===== src/rtl/fp_add_sequencer.sv =====
// Multi-cycle binary32 adder: align, signed add, then one-bit-per-cycle normalize.
// Reduced IEEE handling: no NaN or denormals, truncation rounding.
module fp_add_sequencer #(
   parameter int unsigned MANT_W    = 23,
   parameter int unsigned EXP_W     = 8,
   parameter int unsigned MAX_ALIGN = 25
) (
   input  logic                     clk,
   input  logic                     rst,
   input  logic                     in_valid,
   output logic                     in_ready,
   input  logic [EXP_W+MANT_W:0]    A,
   input  logic [EXP_W+MANT_W:0]    B,
   output logic                     out_valid,
   input  logic                     out_ready,
   output logic [EXP_W+MANT_W:0]    Sum,
   output logic                     busy
);

   localparam int unsigned W = 1 + EXP_W + MANT_W;
   localparam int unsigned M = MANT_W + 1;
   localparam logic [EXP_W-1:0] EXP_MAX   = '1;
   localparam logic [EXP_W-1:0] ALIGN_LIM = EXP_W'(MAX_ALIGN);

   typedef enum logic [2:0] {IDLE, ALIGN, ADD, NORM, DONE} state_t;

   state_t           state, state_nx;
   logic [W-1:0]     a_q, a_nx, b_q, b_nx;
   logic             sign_q, sign_nx, sub_q, sub_nx;
   logic [EXP_W-1:0] exp_q, exp_nx;
   logic [M-1:0]     ml_q, ml_nx, ms_q, ms_nx, mant_q, mant_nx;
   logic [W-1:0]     sum_q, sum_nx;
   logic             ov_q, ov_nx;

   logic             a_big;
   logic [EXP_W-1:0] exp_l, exp_s, diff, exp_dec;
   logic [M-1:0]     m_l, m_s, shl;
   logic [M:0]       sum_raw, sum_adj;
   logic [EXP_W:0]   exp_w;

   assign in_ready  = (state == IDLE);
   assign busy      = (state != IDLE);
   assign out_valid = ov_q;
   assign Sum       = sum_q;

   always_ff @(posedge clk) begin
      if (rst) begin
         state  <= IDLE;
         a_q    <= '0;
         b_q    <= '0;
         sign_q <= 1'b0;
         sub_q  <= 1'b0;
         exp_q  <= '0;
         ml_q   <= '0;
         ms_q   <= '0;
         mant_q <= '0;
         sum_q  <= '0;
         ov_q   <= 1'b0;
      end else begin
         state  <= state_nx;
         a_q    <= a_nx;
         b_q    <= b_nx;
         sign_q <= sign_nx;
         sub_q  <= sub_nx;
         exp_q  <= exp_nx;
         ml_q   <= ml_nx;
         ms_q   <= ms_nx;
         mant_q <= mant_nx;
         sum_q  <= sum_nx;
         ov_q   <= ov_nx;
      end
   end

   // Datapath terms for each stage; only the active stage's terms are consumed.
   always_comb begin
      a_big   = (a_q[W-2:0] >= b_q[W-2:0]);
      exp_l   = a_big ? a_q[W-2:MANT_W] : b_q[W-2:MANT_W];
      exp_s   = a_big ? b_q[W-2:MANT_W] : a_q[W-2:MANT_W];
      m_l     = a_big ? {1'b1, a_q[MANT_W-1:0]} : {1'b1, b_q[MANT_W-1:0]};
      m_s     = a_big ? {1'b1, b_q[MANT_W-1:0]} : {1'b1, a_q[MANT_W-1:0]};
      if (exp_l == '0) m_l = '0;
      if (exp_s == '0) m_s = '0;
      diff    = exp_l - exp_s;

      sum_raw = sub_q ? ({1'b0, ml_q} - {1'b0, ms_q}) : ({1'b0, ml_q} + {1'b0, ms_q});
      sum_adj = sum_raw;
      exp_w   = {1'b0, exp_q};
      if (!sub_q && sum_raw[M]) begin
         sum_adj = sum_raw >> 1;
         exp_w   = exp_w + (EXP_W+1)'(1);
      end

      shl     = mant_q << 1;
      exp_dec = exp_q - EXP_W'(1);
   end

   always_comb begin
      state_nx = state;
      a_nx     = a_q;
      b_nx     = b_q;
      sign_nx  = sign_q;
      sub_nx   = sub_q;
      exp_nx   = exp_q;
      ml_nx    = ml_q;
      ms_nx    = ms_q;
      mant_nx  = mant_q;
      sum_nx   = sum_q;
      ov_nx    = 1'b0;
      case (state)
         IDLE: begin
            if (in_valid) begin
               a_nx     = A;
               b_nx     = B;
               state_nx = ALIGN;
            end
         end
         ALIGN: begin
            sign_nx  = a_big ? a_q[W-1] : b_q[W-1];
            sub_nx   = a_q[W-1] ^ b_q[W-1];
            exp_nx   = exp_l;
            ml_nx    = m_l;
            ms_nx    = (diff >= ALIGN_LIM) ? '0 : (m_s >> diff);
            state_nx = ADD;
         end
         ADD: begin
            if (sum_adj == '0) begin
               sum_nx   = '0;
               state_nx = DONE;
            end else if (exp_w >= {1'b0, EXP_MAX}) begin
               sum_nx   = {sign_q, EXP_MAX, {MANT_W{1'b0}}};
               state_nx = DONE;
            end else if (sum_adj[MANT_W]) begin
               sum_nx   = {sign_q, exp_w[EXP_W-1:0], sum_adj[MANT_W-1:0]};
               state_nx = DONE;
            end else begin
               mant_nx  = sum_adj[M-1:0];
               exp_nx   = exp_w[EXP_W-1:0];
               state_nx = NORM;
            end
         end
         NORM: begin
            mant_nx = shl;
            exp_nx  = exp_dec;
            if (exp_dec == '0) begin
               sum_nx   = '0;
               state_nx = DONE;
            end else if (shl[MANT_W]) begin
               sum_nx   = {sign_q, exp_dec, shl[MANT_W-1:0]};
               state_nx = DONE;
            end
         end
         DONE: begin
            // out_valid is registered: Sum settles on DONE entry and is offered
            // from the following cycle, so the handshake only completes once valid.
            if (ov_q && out_ready) begin
               state_nx = IDLE;
            end else begin
               ov_nx = 1'b1;
            end
         end
         default: state_nx = IDLE;
      endcase
   end

endmodule


===== config.mk =====
export PLATFORM = sky130hd
export DESIGN_NAME = fp_add_sequencer
export DESIGN_NICKNAME = d
export VERILOG_FILES = /design/src/rtl/fp_add_sequencer.sv
export SDC_FILE = /design/constraint.sdc
export NUM_CORES = 1
export LEC_CHECK = 0
export BUFFER_PORTS_ARGS = -buffer_cell sky130_fd_sc_hd__buf_2
export CAP_MARGIN = 20
export CORE_ASPECT_RATIO = 1.25
export CORE_MARGIN = 1
export CORE_UTILIZATION = 55
export CTS_CLUSTER_SIZE = 30
export DETAILED_ROUTE_END_ITERATION = 10
export PLACE_DENSITY = 0.83
export SYNTH_ARGS = -nofsm -noshare
export SYNTH_HDL_FRONTEND = slang
export SYNTH_SLANG_ARGS = --single-unit

===== constraint.sdc =====
create_clock -name clk -period 5.56 [get_ports clk]
set_clock_uncertainty 0.05 [all_clocks]
set_input_delay 1.112 -clock clk [delete_from_list [all_inputs] [get_ports clk]]
set_output_delay 1.112 -clock clk [all_outputs]
set_load 0.005 [all_outputs]

==> flow_metrics.env, run 1 <==
export IMPL_status="completed"
export IMPL_overflow=0
export IMPL_vias_per_cell=6.432
export IMPL_multiInputGateArea_um2=8802
export IMPL_antenna_found_initial=0
export IMPL_worstPathArrival_ps=5490
export IMPL_io_pins=103
export IMPL_drt_iter0_drc=1090
export IMPL_synth_top_cell_area_share=0.2747
export IMPL_rsz0062_at_grt="false"
export IMPL_ys_types=91
export IMPL_htreeDepth=4
export IMPL_setup_tns_ps=0
export IMPL_hpwl_um=27660
export IMPL_ys_seq_elements=181
export IMPL_route_detailed_drc=0
export IMPL_holdWs_ps=428.3
export IMPL_nNetsFinal=1888
export IMPL_wl_per_cell_um=18.12
export IMPL_yosys_area_top_type="dfxtp_1"
export IMPL_cts_setup_buffers=0
export IMPL_clock_latency_ps=450
export IMPL_slew_headroom=0.4274
export IMPL_postSynth_asyncResetShare=0
export IMPL_synth_area_um2=13190
export IMPL_clock_sinks=181
export IMPL_ys_seq_area_frac=0.2747
export IMPL_fin_ws_ps=348.2
export IMPL_grt_use_total=0.3072
export IMPL_die_area_um2=24610
export IMPL_timing_final_crit_share=0.9374
export IMPL_place_congestion=0.9944
export IMPL_setup_viol=0
export IMPL_area_growth_pct=9.249
export IMPL_maxCapViolations=0
export IMPL_dieHeight_um=175.1
export IMPL_pre_cts_ws_ps=199.6
export IMPL_drive_gt1_frac=0.1360
export IMPL_final_seq_area_um2=3623
export IMPL_cts_hold_buf=0
export IMPL_cp_end_kind="flop"
export IMPL_final_common_cell="nand2_1"
export IMPL_critPathLaunchType="flop"
export IMPL_die_x_um=140.5
export IMPL_slew_violations=0
export IMPL_syn_avg_cell_area_um2=7.602
export IMPL_ys_warn_count=0
export IMPL_finalHoldViolCount=0
export IMPL_antenna_diode_count=0
export IMPL_final_cell_mix="nand2_1, a21oi_1, dfxtp_1"
export IMPL_ant_nets=0
export IMPL_cts_tree="built"
export IMPL_portBuffers=102
export IMPL_root_buffer="clkbuf_16"
export IMPL_first_global_vias=12340
export IMPL_max_freq_mhz=191.9
export IMPL_hp_class="flop to flop"
export IMPL_syn_inst=1735
export IMPL_synth_main_ff_cell="dfxtp_1"
export IMPL_syn_nets=1864
export IMPL_grt_max_degree=71
export IMPL_worstPathRequired_ps=5840
export IMPL_synth_edf_count=0
export IMPL_core_um2=23650
export IMPL_vias=13280
export IMPL_wl_um=37390
export IMPL_min_period_ps=5212
export IMPL_cts_buffer_depth=2
export IMPL_rows=63
export IMPL_fillers=2116
export IMPL_grt_pass1_wl_um=61520
export IMPL_worst_slew_pin_slew_ps=852.3
export IMPL_synthTopCellsByArea="dfxtp_1, nand2_1, a21oi_1"
export IMPL_critPathKind="flop to flop"
export IMPL_drt_pass1_iterations=5
export IMPL_numCtsBuffers=17
export IMPL_crit_path_max_fanout=20
export IMPL_clk_pin_slew_ps=70
export IMPL_start_util=0.5577
## final timing paths
| kind | cells after the start | from | slack (ps) | end |
|---|---|---|---|---|
| setup / recovery | 19 | ms_q[2]$_SDFFE_PP0P_ | 350 | mant_q[9]$_SDFFE_PP0P_ |
| hold / removal | 2 | b_q[25]$_SDFFE_PP0P_ | 430 | b_q[25]$_SDFFE_PP0P_ |
| setup reg to reg | 19 | ms_q[2]$_SDFFE_PP0P_ | 350 | mant_q[9]$_SDFFE_PP0P_ |
| hold reg to reg | 2 | b_q[25]$_SDFFE_PP0P_ | 430 | b_q[25]$_SDFFE_PP0P_ |
## cells in the mapped netlist (all sizes together), types with 5 or more instances
master,number
clkbuf,88
mux2,16
a21o,24
o31ai,31
o21ai,67
a21oi,211
or3,7
a211oi,11
and2,16
a32oi,31
nor2,126
nand3,36
ha,60
buf,41
xnor2,34
or2,6
and3,29
mux4,23
nand4,21
nand2b,9
a211o,8
o221ai,8
xor2,16
nand2,313
o21a,11
dfxtp,181
nor3,32
nor4,13
mux2i,45
inv,61
a311o,6
nand3b,5
a31oi,16
nor3b,5
o211ai,19
a311oi,11
nor2b,19
or4,5
a22oi,15
and4,10
## through the flow
step                        util  cells  instance area, um^2
after CTS                 0.6067   2062                14350
after global placement    0.5811   2028                13740
final                     0.6093   2064                14410
after floorplan                -   1735                13190
after global routing      0.6093   2064                14410
after detailed placement  0.5824   2030                13770
## flip-flops by register name, summed over array words and instances, names as in the netlist
signal	flops
Sum	32
a_q	32
b_q	32
exp_q	8
mant_q	23
ml_q	24
ms_q	24
out_valid	1
sign_q	1
state	3
sub_q	1
## layout make-up
cell class	instances	share of cell area
Inverter	61	0.01589
Timing Repair Buffer	134	0.05653
Clock buffer	20	0.03170
Tap cell	292	0.02536
Sequential cell	181	0.2515
Clock inverter	12	0.008163
Multi-Input combinational cell	1364	0.6109
## cells by family (layout without fill, tap and decap cells)
logic type,Yosys count,after routing,synth area share
mux,84,84,0.08709
buf+inv,190,227,0.06109
simple gates,661,661,0.2370
compound gates,508,508,0.2485
flops,181,181,0.2747
fa+ha+maj,61,61,0.05844
xor+xnor,50,50,0.03320
## timing repair
| item | in CTS | in global routing |
|---|---|---|
| setup endpoints to repair | 0 | 32 |
| endpoints found under the hold margin | 0 | 0 |
| gates resized for setup | 0 | 4 |
## worst max-delay path, cell delays in order (launching register included)
cell      delay, ps
dfxtp_1         360
nor3_1          240
buf_4           170
a31oi_1         130
o21bai_1        250
nor2_1          270
o21a_1          220
o21ai_0         110
xnor2_1         140
ha_1            380
and4_1          290
a221oi_2        330
o21ai_1         180
nor4_2          270
buf_4           180
or2_0           140
a311o_1         270
or2_1           610
nor3_1          140
a311o_1         350
## routing by layer
| layer | wire length [um] | vias up | track usage |
|---|---|---|---|
| li1 | - | 6328 | - |
| met5 | 0 | - | 0 |
| met2 | 18310 | 523 | 0.5356 |
| met1 | 15330 | 6310 | 0.3713 |
| met3 | 2226 | 115 | 0.04166 |
| met4 | 1534 | 0 | 0.1490 |
Power of run 1 is left out: the tool's default activity adds up to more than one toggle a clock period on the data nets, which glitch-free logic cannot reach.
==> inputs of run 2 (changes only) <==
CTS_BUF_LIST = sky130_fd_sc_hd__clkbuf_16   (was default)
GPL_TIMING_DRIVEN = 0   (was default)
==> flow_metrics.env, run 2 (synthesis results as in run 1) <==
export IMPL_critPathLaunchType="flop"
export IMPL_final_common_cell="nand2_1"
export IMPL_numCtsBuffers=17
export IMPL_clock_latency_ps=450
export IMPL_hp_class="flop to flop"
export IMPL_wl_per_cell_um=19.70
export IMPL_wl_um=42690
export IMPL_crit_path_max_fanout=10
export IMPL_htreeDepth=4
export IMPL_vias_per_cell=6.357
export IMPL_clk_pin_slew_ps=70
export IMPL_clock_sinks=181
export IMPL_finalHoldViolCount=0
export IMPL_min_period_ps=5459
export IMPL_fillers=2147
export IMPL_hpwl_um=32770
export IMPL_core_um2=23650
export IMPL_critPathKind="flop to flop"
export IMPL_root_buffer="clkbuf_16"
export IMPL_rows=63
export IMPL_slew_headroom=0.3532
export IMPL_maxCapViolations=0
export IMPL_drive_gt1_frac=0.1397
export IMPL_worst_slew_pin_slew_ps=962.7
export IMPL_portBuffers=101
export IMPL_worstPathRequired_ps=5840
export IMPL_cts_tree="built"
export IMPL_setup_viol=0
export IMPL_cp_end_kind="flop"
export IMPL_nNetsFinal=1991
export IMPL_timing_final_crit_share=0.9818
export IMPL_vias=13780
export IMPL_ant_nets=0
export IMPL_status="completed"
export IMPL_cts_buffer_depth=2
export IMPL_final_seq_area_um2=3623
export IMPL_drt_iter0_drc=1147
export IMPL_overflow=0
export IMPL_worstPathArrival_ps=5740
export IMPL_place_congestion=1.007
export IMPL_die_area_um2=24610
export IMPL_final_cell_mix="nand2_1, a21oi_1, dfxtp_1"
export IMPL_max_freq_mhz=183.2
export IMPL_dieHeight_um=175.1
export IMPL_die_x_um=140.5
export IMPL_first_global_vias=13060
export IMPL_grt_pass1_wl_um=67210
export IMPL_antenna_found_initial=0
export IMPL_slew_violations=0
export IMPL_grt_max_degree=19
export IMPL_drt_pass1_iterations=6
export IMPL_area_growth_pct=12.07
export IMPL_antenna_diode_count=0
export IMPL_route_detailed_drc=0
export IMPL_multiInputGateArea_um2=8837
export IMPL_grt_use_total=0.3459
export IMPL_start_util=0.5577
export IMPL_io_pins=103
export IMPL_holdWs_ps=433.4
run 2: cell count changes in the layout (fill, tap and decap cells not counted), sizes merged:
cell and change:
buf +16, bufinv -1, clkbuf +83, clkinv -1, clkinvlp +2, inv +3
nor3 +1
run 2: per-stage QoR:
| step | setup WS, ps | util | setup TNS, ps | cells | instance area, um^2 |
|---|---|---|---|---|---|
| finish | 101.1 | 0.6250 | 0 | 2167 | 14780 |
| global route | -3.700 | 0.6250 | -3.700 | 2167 | 14780 |
| CTS | 0.3801 | 0.6212 | 0 | 2163 | 14690 |
| detailed placement | -929.0 | 0.5946 | -22160 | 2128 | 14060 |
| global placement | -835.9 | 0.5946 | -16410 | 2128 | 14060 |
| floorplan | 481.0 | - | 0 | 1735 | 13190 |
run 2: worst paths after layout:
check	end	cells after the start	slack, ps	from
worst max register to register	Sum[19]$_SDFFE_PP0P_	16	100	sub_q$_SDFFE_PP0P_
worst min register to register	b_q[29]$_SDFFE_PP0P_	2	430	b_q[29]$_SDFFE_PP0P_
worst max-delay path	Sum[19]$_SDFFE_PP0P_	16	100	sub_q$_SDFFE_PP0P_
worst min-delay path	b_q[29]$_SDFFE_PP0P_	2	430	b_q[29]$_SDFFE_PP0P_
run 2: worst max-delay path, cell delays in order, from the launching register on:
cell      delay (ps)
dfxtp_1          510
clkbuf_1         420
clkbuf_2         360
nor2_1           110
xnor2_1          130
ha_1             370
a21o_1           210
a21oi_2          190
nand2_1          120
xnor2_1          190
or4_1            510
or4b_1           580
nor4_4           460
nand4_1          340
buf_2            300
a32oi_1          360
a21oi_1          110
run 2: cell type report:
class,count,share of cell area
buffer,127,0.03936
multi-input combinational,1365,0.5979
tap,292,0.02472
inverter,61,0.01549
sequential,181,0.2452
timing repair buffer,109,0.03911
clock buffer,17,0.02878
clock inverter,15,0.009481
run 2: per-layer routing:
| metal | up-vias | track usage | part of all wire |
|---|---|---|---|
| met2 | 637 | 0.6077 | 0.49 |
| met4 | 0 | 0.2296 | 0.065 |
| met5 | - | 0 | 0 |
| met3 | 188 | 0.06166 | 0.063 |
| met1 | 6395 | 0.3816 | 0.38 |
| li1 | 6556 | - | - |
run 2: what timing repair did:
| item | in CTS | in global routing |
|---|---|---|
| buffers inserted | 3 | 5 |
| endpoints found under the setup margin | 81 | 87 |
| pin swaps | 2 | 4 |
| gates resized for setup | 8 | 24 |
| hold buffers | 0 | 0 |
| cloned | 0 | 1 |
Power of run 2 is left out for the same reason.
==> inputs of run 3 (changes only) <==
REMOVE_ABC_BUFFERS = 1   (was default)
==> flow_metrics.env, run 3 (synthesis results as in run 1) <==
export IMPL_drt_pass1_iterations=8
export IMPL_grt_max_degree=71
export IMPL_root_buffer="clkbuf_16"
export IMPL_maxCapViolations=0
export IMPL_critPathLaunchType="flop"
export IMPL_path_cells="nor3_2 -> a31oi_1 -> o21bai_1 -> nor2_2 -> o21a_1 -> o21ai_0 -> xnor2_1 -> ha_1 -> and4_1 -> a221oi_2 -> o21ai_1 -> o21a_4 -> or2_4 -> a311o_1 -> nor2_4 -> nand2_4 -> a211o_1"
export IMPL_portBuffers=102
export IMPL_wl_per_cell_um=17.27
export IMPL_clk_pin_slew_ps=70
export IMPL_worstPathRequired_ps=5840
export IMPL_ant_nets=0
export IMPL_antenna_diode_count=0
export IMPL_rsz0062_at_grt="false"
export IMPL_vias_per_cell=6.302
export IMPL_htreeDepth=4
export IMPL_setup_viol=0
export IMPL_wl_um=35470
export IMPL_die_x_um=140.5
export IMPL_max_freq_mhz=191.7
export IMPL_final_common_cell="nand2_1"
export IMPL_reg2reg_depth=17
export IMPL_utilization=0.6115
export IMPL_final_cell_mix="nand2_1, a21oi_1, dfxtp_1"
export IMPL_critPathKind="flop to flop"
export IMPL_slew_violations=0
export IMPL_die_area_um2=24610
export IMPL_grt_use_total=0.2933
export IMPL_gr_usage_met2=0.5071
export IMPL_place_area_um2=13800
export IMPL_clock_latency_ps=450
export IMPL_route_detailed_drc=0
export IMPL_cts_buffer_depth=2
export IMPL_fillers=2121
export IMPL_cts_tree="built"
export IMPL_critical_path_buf_inv_count=0
export IMPL_hold_path_depth=2
export IMPL_fin_ws_ps=343.3
export IMPL_crit_path_max_fanout=18
export IMPL_worstPathArrival_ps=5490
export IMPL_finalHoldViolCount=0
export IMPL_path_depth=17
export IMPL_core_um2=23650
export IMPL_place_congestion=0.9124
export IMPL_timing_final_crit_share=0.9383
export IMPL_antenna_found_initial=0
export IMPL_critPathMaxStageDelay_ps=440
export IMPL_vias=12950
export IMPL_numCtsBuffers=17
export IMPL_dieHeight_um=175.1
export IMPL_drt_iter0_drc=1045
export IMPL_first_global_vias=12090
export IMPL_worst_slew_pin_slew_ps=1058
export IMPL_cp_end_kind="flop"
export IMPL_clock_sinks=181
export IMPL_final_area_um2=14460
export IMPL_slew_headroom=0.2933
export IMPL_use_met1=0.3641
export IMPL_start_util=0.5577
export IMPL_io_pins=103
export IMPL_holdWs_ps=421.0
export IMPL_hpwl_um=25810
export IMPL_top_usage_layer="met2"
export IMPL_rows=63
export IMPL_cp_top_family="compound AO/OA/AOI/OAI gates"
export IMPL_overflow=0
export IMPL_nNetsFinal=1878
export IMPL_hp_class="flop to flop"
export IMPL_drive_gt1_frac=0.1379
export IMPL_met3_usage=0.04138
export IMPL_crit_slowest_cell="a311o_1"
export IMPL_status="completed"
export IMPL_pre_cts_ws_ps=-810.4
export IMPL_min_period_ps=5217
export IMPL_grt_pass1_wl_um=59350
export IMPL_area_growth_pct=9.648
-- run 3: cell types whose count changed in the layout (fill, tap and decap cells not counted), sizes merged --
cell / delta
inv: -1
nor3: -1
clkinv: +2
clkinvlp: -1
clkbuf: -86
buf: -26
-- run 3: worst register-to-register path, stage by stage, from the launching register on --
cell,delay [ps]
dfxtp_1,380
nor3_2,340
a31oi_1,190
o21bai_1,280
nor2_2,220
o21a_1,190
o21ai_0,110
xnor2_1,170
ha_1,390
and4_1,310
a221oi_2,330
o21ai_1,200
o21a_4,300
or2_4,330
a311o_1,440
nor2_4,330
nand2_4,230
a211o_1,310
-- run 3: through the flow --
| stage | TNS [ps] | cells |
|---|---|---|
| after floorplan | -1862 | 1606 |
| after global placement | -127580 | 2000 |
| after detailed placement | -31300 | 2016 |
| after CTS | 0 | 2048 |
| after global routing | 0 | 2054 |
| final | 0 | 2054 |
-- run 3: final cells by class --
class | instances | area, um^2 | area share
multi-input combinational | 1364 | 8886 | 0.6145
sequential | 181 | 3625 | 0.2506
timing repair buffer | 124 | 824.5 | 0.05702
clock buffer | 17 | 425.4 | 0.02942
tap | 292 | 365.4 | 0.02526
inverter | 61 | 229.0 | 0.01583
clock inverter | 15 | 106.4 | 0.007354
-- run 3: per-layer routing --
metal,part of all wire,wire [um]
met4,0.028,1008
met2,0.49,17450
met1,0.43,15230
met5,0,0
met3,0.050,1786
-- run 3: final timing paths --
check	to	start	slack (ps)
setup / recovery	mant_q[3]$_SDFFE_PP0P_	ms_q[2]$_SDFFE_PP0P_	340
hold / removal	b_q[25]$_SDFFE_PP0P_	b_q[25]$_SDFFE_PP0P_	420
setup reg to reg	mant_q[3]$_SDFFE_PP0P_	ms_q[2]$_SDFFE_PP0P_	340
hold reg to reg	b_q[25]$_SDFFE_PP0P_	b_q[25]$_SDFFE_PP0P_	420
-- run 3: timing repair --
action | in CTS | in global routing
buffers inserted | 0 | 5
endpoints found under the setup margin | 81 | 88
gates resized for setup | 14 | 9
hold buffers | 0 | 0
endpoints found under the hold margin | 0 | 0
pin swaps | 0 | 3
Power of run 3 is left out for the same reason.
